`src/rtl/cp0_regfile.sv`:
```
// CP0 register file fed by the WB-stage CP0 bus: BadVAddr, Count, Compare, Status, Cause, EPC.
// Optional timer (Count/Compare/TI) is built only when CP0_TIMER_EN is defined.
module cp0_regfile #(
    parameter int WB_TO_CP0_REGISTER_BUS_WD = 110
) (
    input  logic                                 clk,
    input  logic                                 reset,
    input  logic [WB_TO_CP0_REGISTER_BUS_WD-1:0] wb_to_cp0_register_bus,
    input  logic [5:0]                           ext_int_in,
    output logic [31:0]                          cp0_rdata,
    output logic [31:0]                          cp0_epc,
    output logic [31:0]                          cp0_status,
    output logic [31:0]                          cp0_cause,
    output logic                                 cp0_int
);

    localparam logic [4:0] A_BADVADDR = 5'd8;
    localparam logic [4:0] A_COUNT    = 5'd9;
    localparam logic [4:0] A_COMPARE  = 5'd11;
    localparam logic [4:0] A_STATUS   = 5'd12;
    localparam logic [4:0] A_CAUSE    = 5'd13;
    localparam logic [4:0] A_EPC      = 5'd14;

    logic        w_ex;
    logic [4:0]  w_excode;
    logic [31:0] w_badvaddr;
    logic        w_bd;
    logic [31:0] w_pc;
    logic        w_mtc0_we;
    logic [4:0]  w_addr;
    logic [31:0] w_wdata;
    logic        w_eret;

    assign w_ex       = wb_to_cp0_register_bus[109];
    assign w_excode   = wb_to_cp0_register_bus[108:104];
    assign w_badvaddr = wb_to_cp0_register_bus[103:72];
    assign w_bd       = wb_to_cp0_register_bus[71];
    assign w_pc       = wb_to_cp0_register_bus[70:39];
    assign w_mtc0_we  = wb_to_cp0_register_bus[38];
    assign w_addr     = wb_to_cp0_register_bus[37:33];
    assign w_wdata    = wb_to_cp0_register_bus[32:1];
    assign w_eret     = wb_to_cp0_register_bus[0];

    // WB raises ex on ERET too, so a real exception is ex without eret
    logic w_exc;
    logic w_ret;
    logic w_mt;

    assign w_exc = w_ex & ~w_eret;
    assign w_ret = w_eret;
    assign w_mt  = w_mtc0_we & ~w_ex & ~w_eret;

    logic [7:0]  r_im;
    logic        r_exl;
    logic        r_ie;
    logic        r_bd;
    logic [5:0]  r_ip_hw;
    logic [1:0]  r_ip_sw;
    logic [4:0]  r_exccode;
    logic [31:0] r_epc;
    logic [31:0] r_badvaddr;

    logic        w_ti;
    logic [31:0] w_count;
    logic [31:0] w_compare;

    always_ff @(posedge clk or posedge reset) begin
        if (reset) begin
            r_im  <= 8'd0;
            r_exl <= 1'b0;
            r_ie  <= 1'b0;
        end else if (w_exc) begin
            r_exl <= 1'b1;
        end else if (w_ret) begin
            r_exl <= 1'b0;
        end else if (w_mt && w_addr == A_STATUS) begin
            r_im  <= w_wdata[15:8];
            r_exl <= w_wdata[1];
            r_ie  <= w_wdata[0];
        end
    end

    always_ff @(posedge clk or posedge reset) begin
        if (reset) begin
            r_bd      <= 1'b0;
            r_ip_hw   <= 6'd0;
            r_ip_sw   <= 2'd0;
            r_exccode <= 5'd0;
        end else begin
            r_ip_hw <= {ext_int_in[5] | w_ti, ext_int_in[4:0]};
            if (w_exc) begin
                r_exccode <= w_excode;
                if (!r_exl) begin
                    r_bd <= w_bd;
                end
            end else if (w_mt && w_addr == A_CAUSE) begin
                r_ip_sw <= w_wdata[9:8];
            end
        end
    end

    // Nested exceptions keep the original EPC
    always_ff @(posedge clk or posedge reset) begin
        if (reset) begin
            r_epc <= 32'd0;
        end else if (w_exc) begin
            if (!r_exl) begin
                r_epc <= w_bd ? w_pc - 32'd4 : w_pc;
            end
        end else if (w_mt && w_addr == A_EPC) begin
            r_epc <= w_wdata;
        end
    end

    always_ff @(posedge clk or posedge reset) begin
        if (reset) begin
            r_badvaddr <= 32'd0;
        end else if (w_exc && (w_excode == 5'h04 || w_excode == 5'h05)) begin
            r_badvaddr <= w_badvaddr;
        end
    end

`ifdef CP0_TIMER_EN
    logic        r_tick;
    logic        r_ti;
    logic [31:0] r_count;
    logic [31:0] r_compare;

    always_ff @(posedge clk or posedge reset) begin
        if (reset) begin
            r_tick    <= 1'b0;
            r_ti      <= 1'b0;
            r_count   <= 32'd0;
            r_compare <= 32'd0;
        end else begin
            r_tick <= ~r_tick;
            if (w_mt && w_addr == A_COUNT) begin
                r_count <= w_wdata;
            end else if (r_tick) begin
                r_count <= r_count + 32'd1;
            end
            // A Compare write acknowledges the timer even on a match cycle
            if (w_mt && w_addr == A_COMPARE) begin
                r_compare <= w_wdata;
                r_ti      <= 1'b0;
            end else if (r_count == r_compare) begin
                r_ti <= 1'b1;
            end
        end
    end

    assign w_ti      = r_ti;
    assign w_count   = r_count;
    assign w_compare = r_compare;
`else
    assign w_ti      = 1'b0;
    assign w_count   = 32'd0;
    assign w_compare = 32'd0;
`endif

    logic [31:0] w_status;
    logic [31:0] w_cause;

    assign w_status = {9'd0, 1'b1, 6'd0, r_im, 6'd0, r_exl, r_ie};
    assign w_cause  = {r_bd, w_ti, 14'd0, r_ip_hw, r_ip_sw,
                       1'b0, r_exccode, 2'b00};

    always_comb begin
        cp0_rdata = 32'd0;
        case (w_addr)
            A_BADVADDR: cp0_rdata = r_badvaddr;
            A_COUNT:    cp0_rdata = w_count;
            A_COMPARE:  cp0_rdata = w_compare;
            A_STATUS:   cp0_rdata = w_status;
            A_CAUSE:    cp0_rdata = w_cause;
            A_EPC:      cp0_rdata = r_epc;
            default:    cp0_rdata = 32'd0;
        endcase
    end

    assign cp0_epc    = r_epc;
    assign cp0_status = w_status;
    assign cp0_cause  = w_cause;
    assign cp0_int    = (|(w_cause[15:8] & w_status[15:8])) & r_ie & ~r_exl;

endmodule

```
`config.mk`:
```
export PLATFORM = sky130hd
export DESIGN_NAME = cp0_regfile
export DESIGN_NICKNAME = d
export VERILOG_FILES = /design/src/rtl/cp0_regfile.sv
export SDC_FILE = /design/constraint.sdc
export NUM_CORES = 1
export LEC_CHECK = 0
export BUFFER_PORTS_ARGS = -buffer_cell sky130_fd_sc_hd__buf_2
export CORE_ASPECT_RATIO = 1.5
export CORE_MARGIN = 1
export CORE_UTILIZATION = 40
export CTS_CLUSTER_SIZE = 12
export DETAILED_ROUTE_END_ITERATION = 8
export PLACE_DENSITY = 0.71
export SYNTH_ARGS = -nofsm -noshare
export SYNTH_HDL_FRONTEND = slang
export SYNTH_SLANG_ARGS = --single-unit
```
`constraint.sdc`:
```
create_clock -name clk -period 5.61 [get_ports clk]
set_clock_uncertainty 0.05 [all_clocks]
set_input_delay 0.561 -clock clk [delete_from_list [all_inputs] [get_ports clk]]
set_output_delay 0.561 -clock clk [all_outputs]
set_load 0.1 [all_outputs]
```
==> results of run 1 <==
flip-flops by register name, summed over array words and instances (netlist names):
signal / count
cp0_epc: 32
r_badvaddr: 32
r_im: 8
r_ip_hw: 6
r_exccode: 5
r_ip_sw: 2
r_bd: 1
r_exl: 1
r_ie: 1
per-layer routing:
metal	global-route usage, %	vias up
li1	-	2095
met1	27.3	2223
met2	44.3	214
met3	4.33	32
met4	10.2	2
met5	0	-
layout by cell type, fill, tap and decap left out, types with 15 or more instances in the layout:
| master | instances |
|---|---|
| mux2_2 | 44 |
| o21ai_0 | 17 |
| a22oi_1 | 22 |
| conb_1 | 40 |
| buf_2 | 206 |
| a22o_1 | 15 |
| a21oi_1 | 17 |
| nand2_1 | 58 |
| dfrtp_1 | 88 |
| xnor2_1 | 23 |
| nor2_1 | 26 |
cell families (layout without fill, tap and decap cells):
| kind of cell | count (synthesis) | after routing | synth area share [%] |
|---|---|---|---|
| buffers and inverters | 83 | 243 | 9.58 |
| adder cells (fa/ha/maj) | 1 | 1 | 0.251 |
| flip-flops | 88 | 88 | 44.1 |
| XOR/XNOR | 27 | 27 | 4.74 |
| multiplexers | 46 | 46 | 10.3 |
| other | 2 | 41 | 0.150 |
| AND/OR/NAND/NOR | 152 | 152 | 16.3 |
| AO/OA/AOI/OAI | 103 | 103 | 14.5 |
critical path: cells and delay by family:
family | cells | cell delay, ps
simple gates | 3 | 1200
buf+inv | 3 | 930
compound gates | 1 | 140
metrics by stage:
stage,utilization (%),worst slack (ps)
finish,52.5,2140
global route,52.5,1920
CTS,52.5,2130
detailed placement,49.8,2140
global placement,49.8,2230
floorplan,-,2460
worst max-delay path by stage:
stage                          to  depth (start not counted)                        from
global route        cp0_rdata[10]                          7  wb_to_cp0_register_bus[37]
CTS                 cp0_rdata[13]                          7  wb_to_cp0_register_bus[37]
floorplan           cp0_rdata[22]                          2                 cp0_epc[22]
finish              cp0_rdata[10]                          7  wb_to_cp0_register_bus[37]
detailed placement  cp0_rdata[13]                          7  wb_to_cp0_register_bus[37]
global placement    cp0_rdata[15]                          7  wb_to_cp0_register_bus[37]
report_power, final:
part	leakage, nW	internal [mW]	switching [mW]
Sequential	1.10	0.735	0.0851
Clock	0.158	0.396	0.246
Combinational	1.98	0.157	0.713
final cells by class:
cell class	count	area (um^2)	area share, %
diodes	1	2.50	0.0395
clock buffers	13	280	4.42
clock inverters	3	46.3	0.730
inverters	14	55.1	0.868
multi-input cells	369	2480	39.1
flip-flops and latches	88	2200	34.7
well taps	153	191	3.02
repair buffers	213	1080	17.1
==> flow_metrics.tcl, run 1 <==
set metrics [dict create \
    outcome "completed" \
    setup_viol 0 \
    dieArea_mm2 0.0129 \
    critPathRequiredTime_ps 5000 \
    clock_path_buffers 2 \
    post_cts_buffers 0 \
    ys_ff_latch 88 \
    hold_slack_ps 157 \
    slew_headroom_pct 12.8 \
    die_x_um 93.2 \
    routed.top_layer "met5" \
    grt_antenna_before_repair 2 \
    layout.cells.non_filler 854 \
    finalHoldViolCount 0 \
    wirelength_mm 15.7 \
    initial_utilization_pct 41.3 \
    root_buffer "clkbuf_16" \
    timing_worst_setup_path_type "in -> out" \
    clkTransAtPathRegs_ps 70 \
    finalSetupTns_ps 0 \
    r2r_start "r_exl" \
    hp-class "in -> async" \
    synth-seq-area-share_pct 44.1 \
    post-place-cells 837 \
    final_max_slew_viol_count 0 \
    timing.rr.end "cp0_epc[10]" \
    synth_area_leaders "dfrtp_1 44%, mux2_2 9.9%, buf_4 6.5%" \
    leakage_nw 3.24 \
    min_period_ps 3470 \
    dp_hpwl_mm 12.2 \
    cts_tree "done" \
    avgSynthCellArea_um2 9.94 \
    cpMostUsedCell "buf_2" \
    drive_above_1_share_pct 42.0 \
    dpl-instance-area_mm2 0.00601 \
    ys_types 50 \
    cp_cell_sequence "buf_2, nand3b_1, nor3_2, buf_4, a22oi_1, nand2_1, buf_2" \
    synthTopCellsByCount "88 x dfrtp_1, 58 x nand2_1, 44 x mux2_2" \
    cts.sinks 88 \
    total_power_mw 2.33 \
    yosys.area.top_type "dfrtp_1" \
    route.layer.met1.wl_mm 5.87 \
    post-route-period-util_pct 61.9 \
    viasPerCell 5.35 \
    arrival_ps 2860 \
    worstMarginPinSlew_ps 1300 \
    num_vias 4566 \
    layout.nets 814 \
    ys_warn_count 0 \
    die_h_um 139 \
    drt-pass1-iter-count 5 \
    ant_nets 0 \
    async_flop_share_pct 100 \
    max-vdd-ir-drop_mv 0.192 \
    fin_area_mm2 0.00634 \
    yosysTopAreaCellShare_pct 44.1 \
    grt_overflow 0 \
    grt_pass1_wl_mm 24.0 \
    area_delta_synth_final_pct 27.0 \
    syn_area_mm2 0.00499 \
    cpMaxStageDelayCell "nor3_2" \
    route.detailed.wl_per_inst_um 18.3 \
    grt_usage_pct 24.3 \
    cts_made_buffers 9 \
    dr_wl_met2_mm 8.41 \
    clk_latency_ps 330 \
    ys.flop_type "dfrtp_1" \
    power_density_mw_per_mm2 368 \
    synth-edff-count 0 \
    clock.fmax_mhz 288 \
    cp-start-kind "input port" \
    reg2reg_slack_ps 3760 \
    synth_most_common_cell "dfrtp_1" \
    cp_max_fo 17 \
    slowest_delay_ps 810 \
    rsz0062_at_grt "false" \
    r2r_cells 4 \
    core-area_mm2 0.0121 \
    htreeDepth 3 \
    hold_buffers 0 \
    maxCapViolations 0 \
    ioPinCount 247 \
    fill_cells 1128 \
    rows 49 \
    grt_max_degree 59 \
    route.detailed.drc 0 \
    io_buffers 206 \
    met3_length_um 876 \
    end_kind "output pin" \
    syn_inst 502 \
    drt_iter0_markers 235 \
    grt_pass1_vias 4507 \
    gp_congestion 0.823 \
    cts_resized 0 \
]
(Power assumes the default switching activity.)
==> run 2, diff against run 1 <==
Clock period 5.61 ns to 3.5 ns, I/O delays scaled along.
==> run 2 against run 1 <==
Combinational power is 61% higher; cell area is 0.83% higher; global-route usage up 0.17 points; worst hold slack got worse by 95 ps; utilization rose by 0.44 points; power up 64%.
==> flow_metrics.tcl, run 2 (synthesis results as in run 1) <==
set metrics [dict create \
    hold_buffers 0 \
    sw_frac_of_total_pct 44.3 \
    viasPerCell 5.35 \
    end_kind "output pin" \
    grt_usage_pct 24.5 \
    layout_common_cells "206 x buf_2, 88 x dfrtp_1, 58 x nand2_1, 44 x mux2_2, 40 x conb_1" \
    num_vias 4602 \
    cpMaxStageDelayCell "buf_2" \
    ant_nets 0 \
    hold_depth 1 \
    ioPinCount 247 \
    clock_path_buffers 2 \
    cts_made_buffers 9 \
    layout_commonest_cell "buf_2" \
    slowest_delay_ps 420 \
    route.detailed.drc 0 \
    clock.fmax_mhz 402 \
    grt_max_degree 75 \
    setup_viol 0 \
    clk_latency_ps 340 \
    cp-start-kind "input port" \
    io_buffers 206 \
    multi_input_area_mm2 0.00248 \
    cpMostUsedCell "buf_2" \
    worstSetupPathDepth 7 \
    grt_overflow 0 \
    p_seq_share_pct 34.4 \
    area_delta_synth_final_pct 28.1 \
    dp_hpwl_mm 12.0 \
    layout.nets 818 \
    drive_above_1_share_pct 42.2 \
    outcome "completed" \
    grt_pass1_vias 4513 \
    gp_congestion 0.824 \
    arrival_ps 2090 \
    core-area_mm2 0.0121 \
    rsz0062_at_grt "false" \
    hold_slack_ps 61.3 \
    grt_use_met3_pct 4.61 \
    min_period_ps 2490 \
    critPathRequiredTime_ps 3100 \
    cp_cell_sequence "buf_2, nand3b_1, nor3_2, buf_4, a222oi_1, inv_1, buf_2" \
    timing_worst_setup_path_type "in -> out" \
    cts_tree "done" \
    maxCapViolations 0 \
    root_buffer "clkbuf_16" \
    leakage_nw 3.27 \
    drt_iter0_markers 237 \
    power_density_mw_per_mm2 599 \
    initial_utilization_pct 41.3 \
    grt_antenna_before_repair 3 \
    finalSetupTns_ps 0 \
    rows 49 \
    hp-class "in -> reg" \
    cts_resized 0 \
    grtUsageMet2_pct 42.6 \
    setup_slack_ps 1010 \
    wirelength_mm 15.6 \
    register_area_mm2 0.00220 \
    htreeDepth 3 \
    die_h_um 139 \
    p_int_mw 2.13 \
    route.detailed.wl_per_inst_um 18.2 \
    worstMarginPinSlew_ps 984 \
    post_cts_buffers 0 \
    die_x_um 93.2 \
    drt-pass1-iter-count 6 \
    slew_headroom_pct 34.3 \
    cts.sinks 88 \
    dp_slack_ps 866 \
    cp_num_buf_inv 4 \
    grt_pass1_wl_mm 24.3 \
    dieArea_mm2 0.0129 \
    netSwitchingPower_mw 1.70 \
    finalHoldViolCount 0 \
    use_met1_pct 28.4 \
    clockPowerShare_pct 29.2 \
    post-route-period-util_pct 71.1 \
    combPwrFrac_pct 36.5 \
    busiest_layer "met2" \
    max-vdd-ir-drop_mv 0.324 \
    fill_cells 1112 \
    cp_max_fo 16 \
    r2r_cells 4 \
    clkTransAtPathRegs_ps 70 \
    final_max_slew_viol_count 0 \
    critical-path-top-delay-family "buffers and inverters" \
]
[run 2: cell count changes in the layout (fill, tap and decap cells not counted), sizes merged]
| cell | before | now |
|---|---|---|
| buf | 213 | 217 |
| clkbuf | 13 | 10 |
| bufinv | 1 | 3 |
| diode | 1 | 3 |
| clkinv | 0 | 1 |
[run 2: power groups by stage]
stage / registers [mW] / logic [mW] / clock network [mW]
after floorplan: 1.91 / 0.563 / 0
after CTS: 1.31 / 1.40 / 1.13
after global placement: 1.33 / 1.39 / 0
after detailed placement: 1.33 / 1.40 / 0
after global routing: 1.33 / 1.45 / 1.17
final: 1.32 / 1.40 / 1.12
[run 2: worst register-to-register path, delay by kind of cell (launching register included)]
family	cells	cell delay [ps]
AND/OR/NAND/NOR	2	900
AO/OA/AOI/OAI	2	290
flip-flops	1	420
[run 2: metal layers]
metal | vias up | wire, um
met4 | 0 | 622
met3 | 43 | 970
met2 | 233 | 8140
li1 | 2116 | -
met5 | - | 0
met1 | 2210 | 5890
[run 2: layout make-up]
class	instances	area share [%]
diodes	3	0.117
multi-input cells	369	38.8
clock buffers	10	3.58
flip-flops and latches	88	34.4
repair buffers	217	17.4
inverters	14	0.861
clock inverters	6	1.80
well taps	153	2.99
[run 2: metrics by stage]
| stage | cells | instance area, um^2 | utilization, % | power [mW] |
|---|---|---|---|---|
| global placement | 841 | 6040 | 50.0 | 2.71 |
| floorplan | 540 | 5130 | - | 2.48 |
| detailed placement | 841 | 6040 | 50.0 | 2.73 |
| CTS | 857 | 6390 | 52.9 | 3.85 |
| finish | 860 | 6390 | 52.9 | 3.83 |
| global route | 860 | 6390 | 52.9 | 3.96 |
[run 2: path summary, 6_finish.rpt]
path                                             from        endpoint  slack, ps
min reg2reg                            r_badvaddr[22]  r_badvaddr[22]        450
min in group asynchronous                       reset   r_badvaddr[7]        160
max                        wb_to_cp0_register_bus[37]   cp0_rdata[31]       1010
max in group asynchronous                       reset  r_badvaddr[19]       2420
max reg2reg                                     r_exl     cp0_epc[10]       1730
min                                     ext_int_in[3]      r_ip_hw[3]         60
==> run 3, diff against run 2 <==
Clock period 3.5 ns to 2.45 ns, I/O delays scaled along.
==> run 3 against run 2 <==
Non-clock buffer count increased by 14; critical endpoint is now cp0_int; first-iteration DRC count increased by 3.4%; clock power increased by 25%; worst hold slack improved by 3.4 ps; register-to-register slack got worse by 1000 ps.
==> flow_metrics.tcl, run 3 (synthesis results as in run 1) <==
set metrics [dict create \
    cts_tree "done" \
    end_kind "output pin" \
    min_period_ps 1980 \
    clkTransAtPathRegs_ps 60 \
    core-area_mm2 0.0121 \
    max-vdd-ir-drop_mv 0.474 \
    arrival_ps 1690 \
    reg2reg_slack_ps 680 \
    cts.sinks 88 \
    route.detailed.wl_per_inst_um 18.5 \
    layout.nets 832 \
    cp-start-kind "register" \
    maxCapViolations 0 \
    drt-pass1-iter-count 5 \
    clock.fmax_mhz 505 \
    critPathRequiredTime_ps 2150 \
    r2r_cells 4 \
    critical-path-top-delay-family "flip-flops" \
    die_x_um 93.2 \
    area_delta_synth_final_pct 39.8 \
    post-route-period-util_pct 80.8 \
    power_density_mw_per_mm2 765 \
    cpMaxStageDelayCell "dfrtp_1" \
    drive_above_1_share_pct 42.6 \
    cp_max_fo 3 \
    timing.rr.end "cp0_epc[10]" \
    wirelength_mm 16.2 \
    cts_made_buffers 9 \
    worstSetupPathDepth 4 \
    viasPerCell 5.35 \
    initial_utilization_pct 41.3 \
    htreeDepth 3 \
    grt_max_degree 32 \
    drt_iter0_markers 245 \
    ioPinCount 247 \
    clk_latency_ps 330 \
    final_max_slew_viol_count 0 \
    worstMarginPinSlew_ps 946 \
    grt_overflow 0 \
    setup_viol 0 \
    io_buffers 206 \
    r2r_start "r_exl" \
    hp-class "in -> reg" \
    grt_pass1_wl_mm 25.1 \
    dp_slack_ps 353 \
    route.detailed.drc 0 \
    setup_slack_ps 469 \
    hold_depth 3 \
    post-place-cells 848 \
    die_h_um 139 \
    min_to "r_exccode[0]" \
    gp_congestion 0.829 \
    grt_pass1_vias 4734 \
    worstHoldStart "wb_to_cp0_register_bus[104]" \
    rows 49 \
    finish.utilization_pct 57.8 \
    root_buffer "clkbuf_16" \
    timing_worst_setup_path_type "reg -> out" \
    layout_commonest_cell "buf_2" \
    finalSetupTns_ps 0 \
    dp_hpwl_mm 12.6 \
    num_vias 4672 \
    leakage_nw 3.40 \
    cp_cell_sequence "a22oi_1, nand4_1, and3_1, buf_2" \
    slowest_delay_ps 400 \
    dieArea_mm2 0.0129 \
    cp_num_buf_inv 1 \
    layout_common_cells "175 x buf_2, 88 x dfrtp_1, 57 x nand2_1, 44 x mux2_2, 40 x conb_1" \
    slew_headroom_pct 36.9 \
    rsz0062_at_grt "false" \
    grt_antenna_before_repair 3 \
    layout.cells.non_filler 874 \
    finalHoldViolCount 0 \
    clock_path_buffers 2 \
    ant_nets 0 \
    outcome "completed" \
    grt_usage_pct 25.4 \
]
run 3: cell types whose count changed in the layout (fill, tap and decap cells not counted), moves of 2 or more:
cell / previous run / this run
buf_2: 206 / 175
buf_12: 0 / 33
bufinv_16: 3 / 1
clkbuf_8: 0 / 2
dlygate4sd3_1: 0 / 7
buf_4: 11 / 16
run 3: cell type report:
type	instances	area, um^2
timing repair buffer	231	1730
tap	153	191
sequential	88	2200
antenna	3	7.51
fill	1055	5100
clock buffer	12	256
inverter	14	56.3
multi-input combinational	369	2490
clock inverter	4	51.3
run 3: worst reg2reg max path: stages (launching register included):
cell	delay (ps)
dfrtp_1	410
nor2_1	130
nor2_2	750
a211oi_1	120
a21o_1	200
run 3: power breakdown:
group          internal [mW]  switching (mW)
Clock                  0.848           0.552
Combinational          0.414            1.64
Sequential              1.68           0.198
Total                   2.95            2.39
run 3: metrics by stage:
stage	hold slack [ps]	power [mW]	cell area (um^2)
after detailed placement	305	3.96	6590
after floorplan	226	3.54	5140
after global placement	305	3.93	6590
final	64.6	5.34	6980
after global routing	82.6	5.53	6980
after CTS	58.1	5.38	6970
run 3: worst max-delay path by stage:
stage | startpoint | end | slack [ps]
floorplan | r_im[6] | cp0_int | 100
global placement | wb_to_cp0_register_bus[41] | cp0_epc[26] | 450
detailed placement | wb_to_cp0_register_bus[42] | cp0_epc[26] | 350
CTS | r_im[4] | cp0_int | 470
global route | r_im[6] | cp0_int | 400
finish | r_ip_hw[2] | cp0_int | 470
run 3: routing by layer:
layer  wire length (um)  share of wire [%]  track usage (%)
met5                  0                  0                0
met4                643                4.0             12.8
met3                888                5.5             4.28
met2               8690                 54             46.0
met1               5940                 37             28.1
run 3: timing repair:
item / CTS / global route
endpoints found under the hold margin: 15 / 0
hold buffers: 7 / 0
gates resized for setup: 0 / 0
buffers inserted: 0 / 0
